==> config.mk <==
export PLATFORM = sky130hd
export DESIGN_NAME = gobou_ctrl_mac
export DESIGN_NICKNAME = d
export VERILOG_FILES = /design/src/rtl/gobou_pkg.sv /design/src/rtl/gobou_ctrl_delay.sv /design/src/rtl/gobou_ctrl_mac.sv
export SDC_FILE = /design/constraint.sdc
export NUM_CORES = 1
export LEC_CHECK = 0
export ABC_AREA = 1
export CAP_MARGIN = 20
export CORE_ASPECT_RATIO = 0.7
export CORE_MARGIN = 3
export CORE_UTILIZATION = 40
export DETAILED_ROUTE_END_ITERATION = 16
export GPL_TIMING_DRIVEN = 0
export PLACE_DENSITY = 0.62
export SLEW_MARGIN = 20
export SYNTH_ARGS = -nofsm -noshare
export SYNTH_HDL_FRONTEND = slang
export SYNTH_SLANG_ARGS = --single-unit
==> constraint.sdc <==
create_clock -name clk -period 2.9 [get_ports clk]
set_input_delay 0.87 -clock clk [delete_from_list [all_inputs] [get_ports clk]]
set_output_delay 0.87 -clock clk [all_outputs]
set_load 0.02 [all_outputs]
==> src/rtl/gobou_pkg.sv <==
// rtl/gobou_pkg.sv - shared types for the gobou MAC control path
package gobou_pkg;

   localparam int D_MUL_DEF = 2;
   localparam int CNTW_DEF  = 16;

   typedef struct packed {
      logic start;
      logic valid;
      logic stop;
   } ctrl_reg;

   typedef enum logic [1:0] {
      IDLE,
      ACC,
      DRAIN
   } mac_state_t;

   typedef struct packed {
      logic first;
      logic valid;
      logic last;
      logic start;
      logic stop;
   } mac_tag_t;

endpackage

==> src/rtl/gobou_ctrl_delay.sv <==
// rtl/gobou_ctrl_delay.sv - DEPTH-stage beat tag shift line with synchronous clear
// retag[k] forces the last flag into stage k as it is loaded, for late partial-group flushes.
module gobou_ctrl_delay
   import gobou_pkg::*;
#(
   parameter int DEPTH = D_MUL_DEF + 1
) (
   input  logic                   clk,
   input  logic                   clr,
   input  mac_tag_t               din,
   input  logic [DEPTH-1:0]       retag,
   output mac_tag_t [DEPTH-1:0]   line
);

   mac_tag_t [DEPTH-1:0] line_nxt;

   always_comb begin
      line_nxt = {line[DEPTH-2:0], din};
      for (int k = 0; k < DEPTH; k++) begin
         line_nxt[k].last = line_nxt[k].last | retag[k];
      end
   end

   always_ff @(posedge clk) begin
      if (clr) begin
         line <= '0;
      end else begin
         line <= line_nxt;
      end
   end

endmodule

==> src/rtl/gobou_ctrl_mac.sv <==
// rtl/gobou_ctrl_mac.sv - MAC control stage: groups beats into dot products, drives accumulator enables
// Optional protocol checker built only when GOBOU_CTRL_MAC_CHECK_EN is defined; otherwise err is tied 0.
module gobou_ctrl_mac
   import gobou_pkg::*;
#(
   parameter int D_MUL = D_MUL_DEF,
   parameter int CNTW  = CNTW_DEF
) (
   input  logic            clk,
   input  logic            rst,
   input  ctrl_reg         in_ctrl,
   input  logic [CNTW-1:0] n_in,
   output ctrl_reg         out_ctrl,
   output logic            mac_en,
   output logic            mac_clr,
   output logic            busy,
   output logic            err
);

   localparam int DEPTH = D_MUL + 1;
   localparam int AGEW  = $clog2(D_MUL + 2) + 1;

   mac_state_t           state, state_nxt;
   logic [CNTW-1:0]      cnt, cnt_nxt, n_lat;
   logic [AGEW-1:0]      drain_cnt, age;
   logic [DEPTH-1:0]     age_mask, retag;
   mac_tag_t             tag_in;
   mac_tag_t [DEPTH-1:0] line;
   logic                 drain_done;

   assign drain_done = (state == DRAIN) && (drain_cnt == AGEW'(D_MUL));

   always_comb begin
      age_mask = '0;
      for (int k = 0; k < DEPTH; k++) begin
         age_mask[k] = (age == AGEW'(k));
      end
   end

   always_comb begin
      state_nxt = state;
      cnt_nxt   = cnt;
      tag_in    = '0;
      retag     = '0;
      case (state)
         IDLE: begin
            if (in_ctrl.start) begin
               state_nxt    = ACC;
               cnt_nxt      = '0;
               tag_in.start = 1'b1;
            end
         end
         ACC: begin
            if (in_ctrl.valid) begin
               tag_in.valid = 1'b1;
               tag_in.first = (cnt == '0);
               if (cnt == n_lat - CNTW'(1)) begin
                  tag_in.last = 1'b1;
                  cnt_nxt     = '0;
               end else begin
                  cnt_nxt = cnt + CNTW'(1);
               end
            end
            if (in_ctrl.stop) begin
               state_nxt   = DRAIN;
               tag_in.stop = 1'b1;
               cnt_nxt     = '0;
               // Flush a partial group: tag the newest beat directly, in the line, or by
               // injecting a bare last tag if that beat has already left the line.
               if (in_ctrl.valid) begin
                  if (cnt != n_lat - CNTW'(1)) tag_in.last = 1'b1;
               end else if (cnt != '0) begin
                  if (age <= AGEW'(D_MUL)) retag = age_mask;
                  else tag_in.last = 1'b1;
               end
            end
         end
         DRAIN: begin
            if (drain_done) state_nxt = IDLE;
         end
         default: state_nxt = IDLE;
      endcase
   end

   always_ff @(posedge clk) begin
      if (rst) begin
         state     <= IDLE;
         cnt       <= '0;
         n_lat     <= '0;
         drain_cnt <= '0;
         age       <= '0;
      end else begin
         state <= state_nxt;
         cnt   <= cnt_nxt;
         if (state == IDLE && in_ctrl.start) begin
            n_lat <= (n_in == '0) ? CNTW'(1) : n_in;
         end
         drain_cnt <= (state == DRAIN) ? drain_cnt + AGEW'(1) : '0;
         // Cycles since the newest accepted beat, saturating once it has left the line.
         if (state == ACC && in_ctrl.valid) begin
            age <= AGEW'(1);
         end else if (age <= AGEW'(D_MUL)) begin
            age <= age + AGEW'(1);
         end
      end
   end

   gobou_ctrl_delay #(
      .DEPTH (DEPTH)
   ) u_delay (
      .clk   (clk),
      .clr   (rst),
      .din   (tag_in),
      .retag (retag),
      .line  (line)
   );

   assign mac_en         = line[D_MUL-1].valid;
   assign mac_clr        = line[D_MUL-1].first;
   assign out_ctrl.valid = line[D_MUL].last;
   assign out_ctrl.start = line[D_MUL].start;
   assign out_ctrl.stop  = drain_done;
   assign busy           = (state != IDLE);

`ifdef GOBOU_CTRL_MAC_CHECK_EN
   always_ff @(posedge clk) begin
      if (rst) begin
         err <= 1'b0;
      end else if ((in_ctrl.start && state != IDLE) ||
                   ((in_ctrl.valid || in_ctrl.stop) && state != ACC)) begin
         err <= 1'b1;
      end
   end
`else
   assign err = 1'b0;
`endif

endmodule

==> summary.md <==
| Metric | Value |
|---|---|
| Status | `finished clean` |
| Critical-path maximum fanout | `5` |
| Clk buf depth | `2` |
| Number of hold buffers added after cts | `0` |
| Total grt overflow | `0` |
| Area Overhead vs Synth | `16.4%` |
| Tcrit/Tclk final | `between 90% and 100%` |
| Critical path cell sequence | `inv_1 > nor4_1 > buf_4 > clkdlybuf4s50_1` |
| Worst vdd ir | `about 0.30 mV` |
| Min cycle time layout | `around 2700 ps` |
| Die width | `110 um` |
| Vias in the first global route | `~2700` |
| Yosys warnings | `0` |
| Setup TNS | `0 ps` |
| Tot GR Track Use | `19.6%` |
| Resize count post-CTS | `0` |
| Sequential fraction of the synthesis area | `around a third` |
| Arrival time at the worst endpoint | `around 1800 ps` |
| H-Tree Level Count | `2` |
| WL/cell | `13.7 um` |
| TritonCTS Buffers | `5` |
| GP Congestion | `approximately 0.86` |
| Max_slew headroom | `roughly 57%` |
| Max-slew violations | `0` |
| Starting Density | `43.1%` |
| Final WL | `roughly 8000 um` |
| Chip height | `approximately 79 um` |
| CP endpoint kind | `output pin` |
| Layout cell share with drive strength beyond 1 | `8.64%` |
| Core area | `about 0.007 mm^2` |
| Setup Fix Bufs, Post-CTS | `0` |
| Post-synth EDFFs | `0` |
| Iteration-0 DRC Markers | `~150` |
| DIE AREA | `just under 0.009 mm^2` |
| IO Count | `28` |
| Vias per cell | `a little under 5` |
| Mapped Cells | `452` |
| CTS root buf | `clkbuf_8` |
| CTS tree | `yes` |
| Clock Latency Late Sink | `~320 ps` |
| DP HPWL | `approximately 6100 um` |
| RSZ-0062 raised after global routing | `false` |
| Post-route ant nets | `0` |
| DRC viols | `0` |
| Power per cell area | `between 500 and 600 mW/mm^2` |
| First-pass GRT wire length | `roughly 13000 um` |
| IO buf count | `26` |
| Avg Cell Area, Syn | `6.75 um^2` |
| DRT Pass-1 Iters | `4` |
| Via count | `approximately 2900` |
| Clock Pin Slew Worst Setup and Hold Paths | `100 ps` |
| Antenna cells | `0` |
| Synth unique cells | `37` |
| Nets | `a little over 500` |
| Crit start category | `register` |
| Number of synthesized register bits | `50` |
| Max Cap Viol | `0` |
| Final Hold Fails | `0` |
| Final setup fails | `0` |
| Clock Sinks | `50` |
| Kind of path behind the tightest hold check | `register to register` |
| Kind of critical path | `register to output pin` |
| Post-synth ARST share | `0%` |
| Post-Syn Area | `slightly above 0.003 mm^2` |
| Worst path max stage delay | `590 ps` |
| Worst-Margin Slew | `roughly 650 ps` |
| Net count after synthesis | `just under 500` |
| Leakage | `between 1.5 and 2 nW` |
| Peak Freq | `roughly 0.37 GHz` |
| Largest net degree at the start of global routing | `17` |
| Req. time, crit path | `between 2000 and 2500 ps` |
| Hold_ws | `about 400 ps` |
| Initial antenna violation count | `0` |
| Num rows | `25` |
| Layout Skew | `~17 ps` |
| Slowest CP cell | `clkdlybuf4s50_1` |
| Synth Flop Type | `dfxtp_1` |
-- metrics by stage --
step	std cells	worst slack [ps]	power, W	util, %	cell area, um^2
after floorplan	452	1100	0.00114	-	3050
after global placement	572	343	0.00127	48.5	3430
after detailed placement	572	317	0.00127	48.5	3430
after CTS	580	165	0.00182	50.2	3550
after global routing	580	75.4	0.00193	50.2	3550
final	580	194	0.00181	50.2	3550
-- worst paths after layout --
check        cells after the start       startpoint  slack, ps              end
min reg2reg                      2  u_delay.line[3]        410  u_delay.line[8]
max reg2reg                     14         n_lat[0]        760           cnt[7]
max                              4         state[1]        190      out_ctrl[0]
min                              2  u_delay.line[3]        410  u_delay.line[8]
-- worst max-delay path: cells and delay by family (launching register included) --
kind                   cells  cell delay (ps)
flip-flops                 1              450
buffers and inverters      3              840
AND/OR/NAND/NOR            1              240
-- routing by layer --
| layer | track usage, % | share of wire (%) | wire [um] | vias up |
|---|---|---|---|---|
| met5 | 0 | 0 | 0 | - |
| met4 | 7.13 | 2.0 | 156 | 0 |
| met3 | 3.57 | 6.2 | 490 | 14 |
| met2 | 25.7 | 37 | 2970 | 82 |
| met1 | 31.0 | 55 | 4350 | 1247 |
| li1 | - | - | - | 1517 |
-- cells in the mapped netlist (3+ instances only) --
cell type	number	area, um^2
xor2_1	15	131
a211oi_1	4	30.0
nor2_4	6	67.6
a21oi_1	34	170
inv_2	7	26.3
nor4_1	11	68.8
nand3_1	27	135
dfxtp_1	50	1000
nor2_2	4	25.0
xnor2_1	7	61.3
nor3_1	3	15.0
buf_2	5	25.0
o21ai_0	8	40.0
nand2_2	3	18.8
ha_1	9	113
buf_4	4	30.0
nand2_1	104	390
clkbuf_1	8	30.0
nand4_1	19	119
inv_1	50	188
nor2_1	55	206
-- report_power, final --
group          switching [W]  internal (W)  leakage (nW)
clock               0.000265      0.000284        0.0618
combinational       0.000295      0.000176          1.04
sequential         0.0000555      0.000733         0.408
-- state kept, by name, indices dropped and copies added (netlist names) --
register	count
drain_cnt	3
state	2
u_delay.line	10
n_lat	16
cnt	16
age	3
-- cell type report --
cell class / instances / area [um^2]
buffer: 20 / 111
clock buffer: 6 / 82.6
clock inverter: 2 / 38.8
fill: 773 / 3520
inverter: 58 / 218
multi-input combinational: 324 / 1720
sequential: 50 / 1000
tap: 94 / 118
timing repair buffer: 26 / 260
-- logic make-up (layout without fill, tap and decap cells) --
kind of cell / after synthesis / count (layout) / share of synthesized area [%]
XOR/XNOR: 23 / 23 / 6.85
flip-flops: 50 / 50 / 32.8
buffers and inverters: 78 / 112 / 10.8
adder cells (fa/ha/maj): 9 / 9 / 3.69
other: 1 / 1 / 0.123
AND/OR/NAND/NOR: 237 / 237 / 35.8
AO/OA/AOI/OAI: 54 / 54 / 9.93
-- layout by cell type, fill, tap and decap left out, types with 9 or more instances in the layout --
cell,count
nand2_1,104
nor2_1,55
inv_1,50
dfxtp_1,50
a21oi_1,34
nand3_1,27
clkdlybuf4s50_1,26
nand4_1,19
xor2_1,15
nor4_1,11
ha_1,9
No activity file was read; power rests on OpenSTA's default activity.
